### src/rtl/s386_tb_pkg.sv
// Shared types and constants for the s386 response compactor: FSM states,
// default MISR polynomial/seed and a reference signature-update function.
package s386_tb_pkg;

  typedef enum logic [1:0] {
    IDLE  = 2'd0,
    RUN   = 2'd1,
    CHECK = 2'd2,
    DONE  = 2'd3
  } state_t;

  localparam logic [15:0] POLY_DEF = 16'h8005;
  localparam logic [15:0] SEED_DEF = 16'h0000;

  // One MISR step at the default widths: shift left, Galois feedback, fold in resp.
  function automatic logic [15:0] misr_next(input logic [15:0] sig, input logic [6:0] resp);
    return {sig[14:0], 1'b0} ^ (sig[15] ? POLY_DEF : 16'h0000) ^ {9'b0, resp};
  endfunction

endpackage

### src/rtl/s386_resp_misr_if.sv
// Control/response bundle between the s386 response source and the compactor.
interface s386_resp_misr_if #(
  parameter int unsigned RESP_W = 7,
  parameter int unsigned SIG_W  = 16,
  parameter int unsigned CNT_W  = 16
);
  logic              start;
  logic [CNT_W-1:0]  num_cycles;
  logic [SIG_W-1:0]  golden;
  logic [RESP_W-1:0] resp;
  logic              resp_valid;
  logic              busy;
  logic              done;
  logic              pass;
  logic              fail;
  logic [SIG_W-1:0]  signature;
  logic [CNT_W-1:0]  count;

  modport master (
    output start, num_cycles, golden, resp, resp_valid,
    input  busy, done, pass, fail, signature, count
  );

  modport slave (
    input  start, num_cycles, golden, resp, resp_valid,
    output busy, done, pass, fail, signature, count
  );
endinterface

### src/rtl/misr_core.sv
// Signature register of the s386 response MISR: reset/load to seed, step when enabled.
module misr_core #(
  parameter int unsigned RESP_W = 7,
  parameter int unsigned SIG_W  = 16,
  parameter logic [SIG_W-1:0] POLY = 16'h8005
) (
  input  logic              CK,
  input  logic              RST,
  input  logic              load,
  input  logic [SIG_W-1:0]  seed,
  input  logic              en,
  input  logic [RESP_W-1:0] resp,
  output logic [SIG_W-1:0]  sig
);

  logic [SIG_W-1:0] sig_next;

  always_comb begin
    sig_next = {sig[SIG_W-2:0], 1'b0} ^ (sig[SIG_W-1] ? POLY : '0) ^ SIG_W'(resp);
  end

  always_ff @(posedge CK) begin
    if (RST || load) begin
      sig <= seed;
    end else if (en) begin
      sig <= sig_next;
    end
  end

endmodule

### src/rtl/s386_resp_misr.sv
// s386 response compactor: windowed MISR over the primary outputs with a
// golden-signature compare at the end of each window.
module s386_resp_misr
  import s386_tb_pkg::*;
#(
  parameter int unsigned RESP_W = 7,
  parameter int unsigned SIG_W  = 16,
  parameter int unsigned CNT_W  = 16,
  parameter logic [SIG_W-1:0] POLY = SIG_W'(POLY_DEF),
  parameter logic [SIG_W-1:0] SEED = SIG_W'(SEED_DEF)
) (
  input  logic               CK,
  input  logic               RST,
  s386_resp_misr_if.slave    bus
);

  state_t           state;
  logic [CNT_W-1:0] cnt;
  logic [CNT_W-1:0] n_lat;
  logic [SIG_W-1:0] g_lat;
  logic [SIG_W-1:0] sig;
  logic             pass_q;
  logic             fail_q;
  logic             done_q;
  logic             accept;
  logic             step;

  assign accept = bus.start && ((state == IDLE) || (state == DONE));
  assign step   = bus.resp_valid && (state == RUN);

  misr_core #(
    .RESP_W (RESP_W),
    .SIG_W  (SIG_W),
    .POLY   (POLY)
  ) u_core (
    .CK   (CK),
    .RST  (RST),
    .load (accept),
    .seed (SEED),
    .en   (step),
    .resp (bus.resp),
    .sig  (sig)
  );

  always_ff @(posedge CK) begin
    if (RST) begin
      state  <= IDLE;
      cnt    <= '0;
      n_lat  <= '0;
      g_lat  <= '0;
      pass_q <= 1'b0;
      fail_q <= 1'b0;
      done_q <= 1'b0;
    end else begin
      done_q <= 1'b0;
      unique case (state)
        IDLE, DONE: begin
          if (bus.start) begin
            cnt    <= '0;
            n_lat  <= bus.num_cycles;
            g_lat  <= bus.golden;
            pass_q <= 1'b0;
            fail_q <= 1'b0;
            state  <= (bus.num_cycles != '0) ? RUN : CHECK;
          end
        end
        RUN: begin
          if (bus.resp_valid) begin
            cnt <= cnt + CNT_W'(1);
            // Compare against the pre-increment count so count never wraps in-window.
            if (cnt == n_lat - CNT_W'(1)) begin
              state <= CHECK;
            end
          end
        end
        CHECK: begin
          pass_q <= (sig == g_lat);
          fail_q <= (sig != g_lat);
          done_q <= 1'b1;
          state  <= DONE;
        end
        default: state <= IDLE;
      endcase
    end
  end

  assign bus.busy      = (state == RUN) || (state == CHECK);
  assign bus.done      = done_q;
  assign bus.pass      = pass_q;
  assign bus.fail      = fail_q;
  assign bus.signature = sig;
  assign bus.count     = cnt;

endmodule

### src/flat_wrapper.sv
// flat-port wrapper written by rule: the top's interface ports become plain ports
module s386_resp_misr_flat import s386_tb_pkg::*;
#(
  parameter int unsigned RESP_W = 7,
  parameter int unsigned SIG_W  = 16,
  parameter int unsigned CNT_W  = 16,
  parameter logic [SIG_W-1:0] POLY = SIG_W'(POLY_DEF),
  parameter logic [SIG_W-1:0] SEED = SIG_W'(SEED_DEF)
)
  (CK, RST, bus_start, bus_num_cycles, bus_golden, bus_resp, bus_resp_valid, bus_busy, bus_done, bus_pass, bus_fail, bus_signature, bus_count);
  s386_resp_misr_if #(.RESP_W(RESP_W), .SIG_W(SIG_W), .CNT_W(CNT_W)) bus_i ();
  input  logic CK;
  input  logic RST;
  input wire logic [$bits(bus_i.start)-1:0] bus_start;
  input wire logic [$bits(bus_i.num_cycles)-1:0] bus_num_cycles;
  input wire logic [$bits(bus_i.golden)-1:0] bus_golden;
  input wire logic [$bits(bus_i.resp)-1:0] bus_resp;
  input wire logic [$bits(bus_i.resp_valid)-1:0] bus_resp_valid;
  output wire logic [$bits(bus_i.busy)-1:0] bus_busy;
  output wire logic [$bits(bus_i.done)-1:0] bus_done;
  output wire logic [$bits(bus_i.pass)-1:0] bus_pass;
  output wire logic [$bits(bus_i.fail)-1:0] bus_fail;
  output wire logic [$bits(bus_i.signature)-1:0] bus_signature;
  output wire logic [$bits(bus_i.count)-1:0] bus_count;
  assign bus_i.start = bus_start;
  assign bus_i.num_cycles = bus_num_cycles;
  assign bus_i.golden = bus_golden;
  assign bus_i.resp = bus_resp;
  assign bus_i.resp_valid = bus_resp_valid;
  assign bus_busy = bus_i.busy;
  assign bus_done = bus_i.done;
  assign bus_pass = bus_i.pass;
  assign bus_fail = bus_i.fail;
  assign bus_signature = bus_i.signature;
  assign bus_count = bus_i.count;
  s386_resp_misr #(.RESP_W(RESP_W), .SIG_W(SIG_W), .CNT_W(CNT_W), .POLY(POLY), .SEED(SEED)) u_core (.CK(CK), .RST(RST), .bus(bus_i));
endmodule
### config.mk
export PLATFORM = sky130hd
export DESIGN_NAME = s386_resp_misr_flat
export DESIGN_NICKNAME = d
export VERILOG_FILES = /design/src/rtl/s386_tb_pkg.sv /design/src/rtl/s386_resp_misr_if.sv /design/src/rtl/misr_core.sv /design/src/rtl/s386_resp_misr.sv /design/src/flat_wrapper.sv
export SDC_FILE = /design/constraint.sdc
export NUM_CORES = 1
export LEC_CHECK = 0
export ABC_CLOCK_PERIOD_IN_PS = 3100
export BUFFER_PORTS_ARGS = -buffer_cell sky130_fd_sc_hd__buf_2
export CORE_MARGIN = 2
export CORE_UTILIZATION = 35
export CTS_CLUSTER_SIZE = 8
export DETAILED_ROUTE_END_ITERATION = 6
export PLACE_DENSITY_LB_ADDON = 0.05
export SYNTH_ARGS = -nofsm -noshare
export SYNTH_HDL_FRONTEND = slang
export SYNTH_SLANG_ARGS = --single-unit
export TNS_END_PERCENT = 1
### constraint.sdc
create_clock -name CK -period 3.1 [get_ports CK]
set_input_delay 0 -clock CK [delete_from_list [all_inputs] [get_ports CK]]
set_output_delay 0 -clock CK [all_outputs]
set_load 0.01 [all_outputs]
==> impl_metrics.toml, run 1 <==
[status]
outcome = "completed"

[sta]
slew-limit-headroom_pct = 36.94
maxSlewViolCount = 0
setup_repair_after_global_routing_missed_its_margin = "false"
finalHoldViolations = 0
setup_total_negative_slack_ns = 0
final_period_minus_worst_setup_slack_ns = 2.440
post-route-worst-setup-slack_ns = 0.6601
period_share_pct = 78.71
clock_skew_ns = 0.01004
setup_viol = 0
fmax_mhz = 409.9
worst_pin_slew_ns = 0.9454

[logic_synthesis]
yosys.area.top_type_share_pct = 38.25
synth_top_cells_by_count = "101 x sky130_fd_sc_hd__nand2_1, 69 x sky130_fd_sc_hd__dfxtp_1, 51 x sky130_fd_sc_hd__a21oi_1, 41 x sky130_fd_sc_hd__xnor2_1, 28 x sky130_fd_sc_hd__nor2_1"
post-synth-top-count-cell = "sky130_fd_sc_hd__nand2_1"
synth_area_per_cell_sq_um = 7.766
synth.cell_area_sq_um = 3611
yosysUniqueCellTypes = 50
syn_nets = 512
synthFlopType = "sky130_fd_sc_hd__dfxtp_1"
ys_seq_area_share_pct = 38.25
synth-edff-count = 0
synth_register_bits = 69
synth-async-reset-ratio_pct = 0
synth_top_area_cell = "sky130_fd_sc_hd__dfxtp_1"
synth_warnings = 0
post_synth_inst_count = 465
synth_area_leaders = "sky130_fd_sc_hd__dfxtp_1 38%, sky130_fd_sc_hd__nand2_1 10%, sky130_fd_sc_hd__xnor2_1 9.9%, sky130_fd_sc_hd__a21oi_1 7.1%, sky130_fd_sc_hd__nor2_1 2.9%"

[cts]
max-clock-path-buffers = 2
clk_pin_slew_worst_paths_ns = 0.08
cts_tree = "yes"
clkSinkCount = 69
clock_latency_ns = 0.34
tritoncts.num_buffers = 9
ctsRootBufferMaster = "sky130_fd_sc_hd__clkbuf_8"
clock_tree.htree_level_count = 3
postCtsSetupBuffers = 0

[cells_and_area]
syn2layout_area_growth_pct = 29.00
diodes = 0
drive_gt1_share_pct = 18.63
final_nets = 611
fin_area_sq_um = 4658

[place]
detailedPlace.worstSlack_ns = 0.6671
placed_cell_area_sq_um = 4046
dp.final_hpwl_mm = 6.984
globalplace.congestion = 0.8672
buffer_ports.inserted = 78

[power]
combinationalPowerShare_pct = 36.7
p_sw_mw = 1.177
power.density_cell_area_nw_per_um2 = 677.8
worst_ir_drop_on_vdd_mv = 0.2757
power.share.clock_pct = 27.0
seq_power_share_pct = 36.3
power_leakage_nw = 1.799
total_power_mw = 3.157
sw_frac_of_total_pct = 37.26
cell_internal_pwr_mw = 1.981

[floorplanning]
floorplan.die.height_microns = 105.6
total_die_area_sq_um = 11150
chipWidth_microns = 105.6
pin_count = 79
number_of_standard_cell_rows_in_the_floorplan = 37
start_util_pct = 35.45
core-area_sq_um = 10180

[critical_path]
r2r_cells = 9
cp-startpoint = "u_core.n_lat[0]$_SDFFE_PP0P_"
worstPathArrival_ns = 2.67
r2r_end = "u_core.state[0]$_SDFFE_PP0P_"
crit_path_end = "u_core.state[0]$_SDFFE_PP0P_"
worstPathRequired_ns = 3.33
rr_startpoint = "u_core.n_lat[0]$_SDFFE_PP0P_"
critical_path.endpoint_type = "register"
critical_path.max_fanout = 6
crit_type = "reg -> reg"
cp-start-kind = "register"
ff2ff_setup_slack_ns = 0.66

[grt]
overflow = 0
grt.total_usage_pct = 17.89
antenna_found_initial = 0
grt_pass1_wl_mm = 15.86
vias_in_the_first_global_route = 3140
grt_start_max_net_pins = 43

[routing]
vias = 3441
drt-wirelength-per-cell_microns = 13.75
final_wirelength_mm = 9.695
drc = 0
postRouteAntennaNets = 0
iteration_0_drc_markers = 190
drt_pass1_iterations = 4
drt-vias-per-instance = 4.881

[job]
max_cap_violations = 0

[worst_hold_path]
hp-class = "in -> reg"
==> metal layers <==
layer / routed length, microns / vias up / track usage [%]
met1: 4998 / 1601 / 26.29
met5: 0 / - / 0
met4: 70 / 0 / 4.229
met3: 337 / 6 / 3.896
met2: 4289 / 60 / 26.59
li1: - / 1774 / -
==> metrics by stage <==
step / util (%) / hold WS, ns / instances
after floorplan: - / 0.1360 / 465
after global placement: 39.73 / 0.2429 / 651
after detailed placement: 39.73 / 0.2512 / 651
after CTS: 45.74 / 0.05950 / 705
after global routing: 45.74 / 0.06576 / 705
final: 45.74 / 0.07846 / 705
==> cells in the final DEF, fill, tap and decap left out, types with 2 or more instances in the layout <==
cell type and instances:
sky130_fd_sc_hd__nand4_1 9, sky130_fd_sc_hd__nand2b_1 4, sky130_fd_sc_hd__inv_1 10, sky130_fd_sc_hd__o2111ai_1 2
sky130_fd_sc_hd__o21bai_1 2, sky130_fd_sc_hd__inv_6 2, sky130_fd_sc_hd__nand3_1 11, sky130_fd_sc_hd__a22oi_1 2
sky130_fd_sc_hd__nor4b_1 4, sky130_fd_sc_hd__buf_2 78, sky130_fd_sc_hd__a21oi_1 51, sky130_fd_sc_hd__nor4_1 10
sky130_fd_sc_hd__o21ai_0 14, sky130_fd_sc_hd__nand2_1 101, sky130_fd_sc_hd__dfxtp_1 69, sky130_fd_sc_hd__and3_1 3
sky130_fd_sc_hd__bufinv_16 2, sky130_fd_sc_hd__dlygate4sd3_1 38, sky130_fd_sc_hd__nor2b_1 5, sky130_fd_sc_hd__buf_4 7
sky130_fd_sc_hd__ha_1 4, sky130_fd_sc_hd__a211oi_1 6, sky130_fd_sc_hd__nor3_1 9, sky130_fd_sc_hd__or3_1 7
sky130_fd_sc_hd__nor2_1 28, sky130_fd_sc_hd__nand3b_1 2, sky130_fd_sc_hd__xnor2_1 41, sky130_fd_sc_hd__clkbuf_8 10
sky130_fd_sc_hd__o21a_1 3, sky130_fd_sc_hd__xor2_1 12
==> what timing repair did <==
action                                 CTS  global route
resized for setup                        0             0
endpoints found under the hold margin   38             0
hold buffers                            38             0
==> cells by family (layout without fill, tap and decap cells) <==
| kind of cell | Yosys count | in the layout | synth area share (%) |
|---|---|---|---|
| AOI/OAI and AO/OA | 90 | 90 | 14.62 |
| xor gates and xnor gates | 53 | 53 | 12.86 |
| adders and majority gates | 4 | 4 | 1.386 |
| buffers and inverters | 45 | 149 | 5.960 |
| DFF | 69 | 69 | 38.25 |
| muxes | 2 | 2 | 0.5890 |
| and+or+nand+nor | 202 | 202 | 26.33 |
==> worst min path at each step <==
stage                            from                           endpoint  slack [ns]  depth (start not counted)
floorplan           bus_num_cycles[5]       u_core.n_lat[5]$_SDFFE_PP0P_        0.14                          2
global placement       bus_golden[15]      u_core.g_lat[15]$_SDFFE_PP0P_        0.24                          3
detailed placement      bus_golden[9]       u_core.g_lat[9]$_SDFFE_PP0P_        0.25                          3
CTS                       bus_resp[2]  u_core.u_core.sig[2]$_SDFFE_PP0P_        0.06                          5
global route              bus_resp[2]  u_core.u_core.sig[2]$_SDFFE_PP0P_        0.07                          5
finish                    bus_resp[2]  u_core.u_core.sig[2]$_SDFFE_PP0P_        0.08                          5
==> registers in the layout, summed over array words and instances, names as in the netlist <==
signal and count:
u_core.bus.done 1, u_core.bus.count 16, u_core.bus.pass 1, u_core.bus.fail 1, u_core.state 2, u_core.g_lat 16, u_core.n_lat 16, u_core.u_core.sig 16
==> critical path, stage by stage, from the launching register on <==
cell and delay (ns):
sky130_fd_sc_hd__dfxtp_1 0.34, sky130_fd_sc_hd__inv_1 0.11, sky130_fd_sc_hd__ha_1 0.24, sky130_fd_sc_hd__or4b_4 0.52, sky130_fd_sc_hd__or3_1 0.32, sky130_fd_sc_hd__o31ai_1 0.32, sky130_fd_sc_hd__nand3_1 0.11, sky130_fd_sc_hd__nor2_1 0.10
sky130_fd_sc_hd__a31oi_1 0.11, sky130_fd_sc_hd__mux2i_1 0.14
==> area by class of cell <==
| type | instances | area [sq um] |
|---|---|---|
| Clock buffer | 10 | 137.6 |
| Clock inverter | 6 | 93.84 |
| Fill cell | 1069 | 5527 |
| Inverter | 10 | 37.54 |
| Multi-Input combinational cell | 351 | 2014 |
| Sequential cell | 69 | 1381 |
| Tap cell | 136 | 170.2 |
| Timing Repair Buffer | 123 | 823.3 |
==> power by group through the flow <==
stage               Sequential (mW)  Combinational, mW  Clock [mW]
global placement               1.16               1.12           0
global route                   1.17               1.31       0.920
floorplan                      1.12              0.878           0
finish                         1.15               1.16       0.852
CTS                            1.15               1.17       0.880
detailed placement             1.17               1.13           0
No activity file was read; power rests on OpenSTA's default activity.
==> run 2, diff against run 1 <==
ABC_AREA = 1   (was not set)
ABC_CLOCK_PERIOD_IN_PS = 2400   (was 3100)
clock period = 2.4 ns   (was 3.1 ns; I/O delays follow)
==> run 2 against run 1 <==
Net effect:
- largest cell class unchanged
- worst setup slack worse by 0.37 ns
- clock skew is 0.0022 ns higher
- non-clock buffer count stayed put
==> impl_metrics.toml, run 2 <==
[place]
detailedPlace.worstSlack_ns = 0.2778
placed_cell_area_sq_um = 4233
place.detailed.instances = 727
dp.final_hpwl_mm = 7.428
globalplace.congestion = 0.8115
buffer_ports.inserted = 78

[logic_synthesis]
synth_register_bits = 69
synth-async-reset-ratio_pct = 0
synth_area_per_cell_sq_um = 7.059
synth_top_area_cell = "sky130_fd_sc_hd__dfxtp_1"
yosys.area.top_type_share_pct = 37.06
synth_top_family_by_area = "simple AND/OR/NAND/NOR gates"
synth-edff-count = 0
yosysUniqueCellTypes = 37
synth_top_cells_by_count = "94 x sky130_fd_sc_hd__nand2_1, 93 x sky130_fd_sc_hd__nor2_1, 69 x sky130_fd_sc_hd__dfxtp_1, 53 x sky130_fd_sc_hd__inv_1, 38 x sky130_fd_sc_hd__o21ai_0"
ys_seq_area_share_pct = 37.06
area_share_of_xor_xnor_cells_in_the_synthesized_design_pct = 8.828
synth_simple_gate_area_share_pct = 30.08
yosys-mux-area-fraction_pct = 0
synthFlopType = "sky130_fd_sc_hd__dfxtp_1"
post-synth-top-count-cell = "sky130_fd_sc_hd__nand2_1"
post_synth_fa_ha_maj_area_fraction_pct = 1.343
synth-compound-area-share_pct = 13.46
syn_nets = 575
synth.cell_area_sq_um = 3727
synth_warnings = 0
post_synth_inst_count = 528
synth_area_leaders = "sky130_fd_sc_hd__dfxtp_1 37%, sky130_fd_sc_hd__nand2_1 9.5%, sky130_fd_sc_hd__nor2_1 9.4%, sky130_fd_sc_hd__xnor2_1 5.6%, sky130_fd_sc_hd__inv_1 5.3%"

[grt]
groute.layer.met3.usage_pct = 3.161
global_route.peak_usage_layer = "met2"
grt_pass1_wl_mm = 16.70
vias_in_the_first_global_route = 3516
overflow = 0
grt_start_max_net_pins = 24
grt_util_met1_pct = 21.48
global_route_met2_usage_pct = 33.73
antenna_found_initial = 0
grt.total_usage_pct = 18.48

[cells_and_area]
layout.cells.non_filler = 779
most_common_cell_after_layout_fill_and_taps_aside = "sky130_fd_sc_hd__nand2_1"
final_core_utilization_pct = 46.19
layout.cells.most_common_list = "94 x sky130_fd_sc_hd__nand2_1, 93 x sky130_fd_sc_hd__nor2_1, 78 x sky130_fd_sc_hd__buf_2, 69 x sky130_fd_sc_hd__dfxtp_1, 53 x sky130_fd_sc_hd__inv_1"
fin_area_sq_um = 4768
drive_gt1_share_pct = 20.06
area.sequential_sq_um = 1381
syn2layout_area_growth_pct = 27.93
diodes = 0
fill_cells = 1087
multi_input_logic_area_sq_um = 2002
final_nets = 685

[floorplanning]
pin_count = 79
number_of_standard_cell_rows_in_the_floorplan = 37
core-area_sq_um = 10320
start_util_pct = 36.10
floorplan.die.height_microns = 107.2
total_die_area_sq_um = 11490
chipWidth_microns = 107.2

[critical_path]
cp_slowest_stage_delay_ns = 0.40
cp-start-kind = "register"
rr_startpoint = "u_core.state[0]$_SDFFE_PP0P_"
worstPathRequired_ns = 2.65
cp_cell_sequence = "inv_1, ha_1, nand2_2, nand2_2, inv_2, o21ai_2, nor3_2, nand2_1, nor2_1, nand4_1, xor2_1, nor2_2"
worstPathArrival_ns = 2.36
crit_path_top_cell_by_count = "sky130_fd_sc_hd__nand2_2"
cp-startpoint = "u_core.state[0]$_SDFFE_PP0P_"
crit_type = "reg -> reg"
critical_path.max_fanout = 7
critPathSlowestCell = "sky130_fd_sc_hd__ha_1"
critical_path.endpoint_type = "register"

[power]
power.share.clock_pct = 19.1
seq_power_share_pct = 35.7
worst_ir_drop_on_vdd_mv = 0.3684
p_sw_mw = 1.957
cell_internal_pwr_mw = 2.559
power.density_cell_area_nw_per_um2 = 947.3
combinationalPowerShare_pct = 45.2
power_leakage_nw = 2.212
total_power_mw = 4.517
sw_frac_of_total_pct = 43.34

[sta]
setup_total_negative_slack_ns = 0
clock_skew_ns = 0.01221
period_share_pct = 88.01
maxSlewViolCount = 0
setup_viol = 0
fmax_mhz = 473.4
post-route-worst-setup-slack_ns = 0.2878
slew-limit-headroom_pct = 60.29
finalHoldViolations = 0
final_period_minus_worst_setup_slack_ns = 2.112
finalHoldWorstSlack_ns = 0.005759
worst_pin_slew_ns = 0.5901
setup_repair_after_global_routing_missed_its_margin = "false"

[routing]
drt-vias-per-instance = 4.589
final_wirelength_mm = 10.02
drc = 0
drt-wirelength-per-cell_microns = 12.87
vias = 3575
postRouteAntennaNets = 0
iteration_0_drc_markers = 154
drt_pass1_iterations = 6

[cts]
max-clock-path-buffers = 2
cts_tree = "yes"
clk_pin_slew_worst_paths_ns = 0.09
clkSinkCount = 69
clock_latency_ns = 0.35
clock_tree.htree_level_count = 3
tritoncts.num_buffers = 9
ctsRootBufferMaster = "sky130_fd_sc_hd__clkbuf_8"
post_cts_resize_count = 0

[job]
max_cap_violations = 0

[worst_hold_path]
hp-class = "in -> reg"
worst_hold_startpoint = "bus_num_cycles[4]"

[status]
outcome = "completed"
[run 2: cell count changes after synthesis, sizes merged, moves of 5 or more]
cell    previous run  this run
or3                7         0
a211oi             6        14
nor2              28        99
xnor2             41        24
inv               10        58
nand3             11        24
a21oi             51        29
nor2b              5         0
clkbuf            22        14
o21ai             14        39
[run 2: cell type report]
type	count	area share [%]
Clock inverter	6	0.9971
Clock buffer	10	2.676
Multi-Input combinational cell	376	41.98
Tap cell	136	3.569
Timing Repair Buffer	123	17.16
Sequential cell	69	28.97
Inverter	59	4.644
[run 2: what timing repair did]
item                                   4_1_cts  5_1_grt
endpoints found under the hold margin       42        0
hold buffers                                36        0
setup buffers                                0        0
[run 2: worst max-delay path, delay by kind of cell, from the launching register on]
kind                       cells  cell delay (ns)
adders and majority gates      1             0.40
AOI/OAI and AO/OA              1             0.10
xor gates and xnor gates       1             0.18
and+or+nand+nor                7             0.85
buffers and inverters          2             0.13
DFF                            1             0.34
[run 2: final timing paths]
kind | end | slack (ns) | cells past startpoint
setup / recovery | u_core.bus.count[14]$_SDFFE_PP0P_ | 0.29 | 12
hold / removal | u_core.n_lat[4]$_SDFFE_PP0P_ | 0.006 | 3
setup reg to reg | u_core.bus.count[14]$_SDFFE_PP0P_ | 0.29 | 12
hold reg to reg | u_core.bus.fail$_SDFFE_PP0P_ | 0.47 | 2
[run 2: cells by family (layout without fill, tap and decap cells)]
logic type	after synthesis	after routing
adder cells (fa/ha/maj)	4	4
AND/OR/NAND/NOR	249	249
AO/OA/AOI/OAI	87	87
XOR/XNOR	36	36
buffers and inverters	83	198
flip-flops	69	69
[run 2: metal layers]
metal	up-vias	part of all wire, %	wire (microns)
li1	1909	-	-
met1	1577	44	4455
met2	75	51	5071
met3	14	3.4	344
met4	0	1.5	153
met5	-	0	0
[run 2: power groups by stage]
stage               sequential, mW  clock, mW  combinational (mW)
global placement              1.63          0                2.01
finish                        1.61      0.863                2.04
CTS                           1.61      0.891                2.07
detailed placement            1.64          0                2.02
floorplan                     1.60          0                1.53
global route                  1.66      0.946                2.36
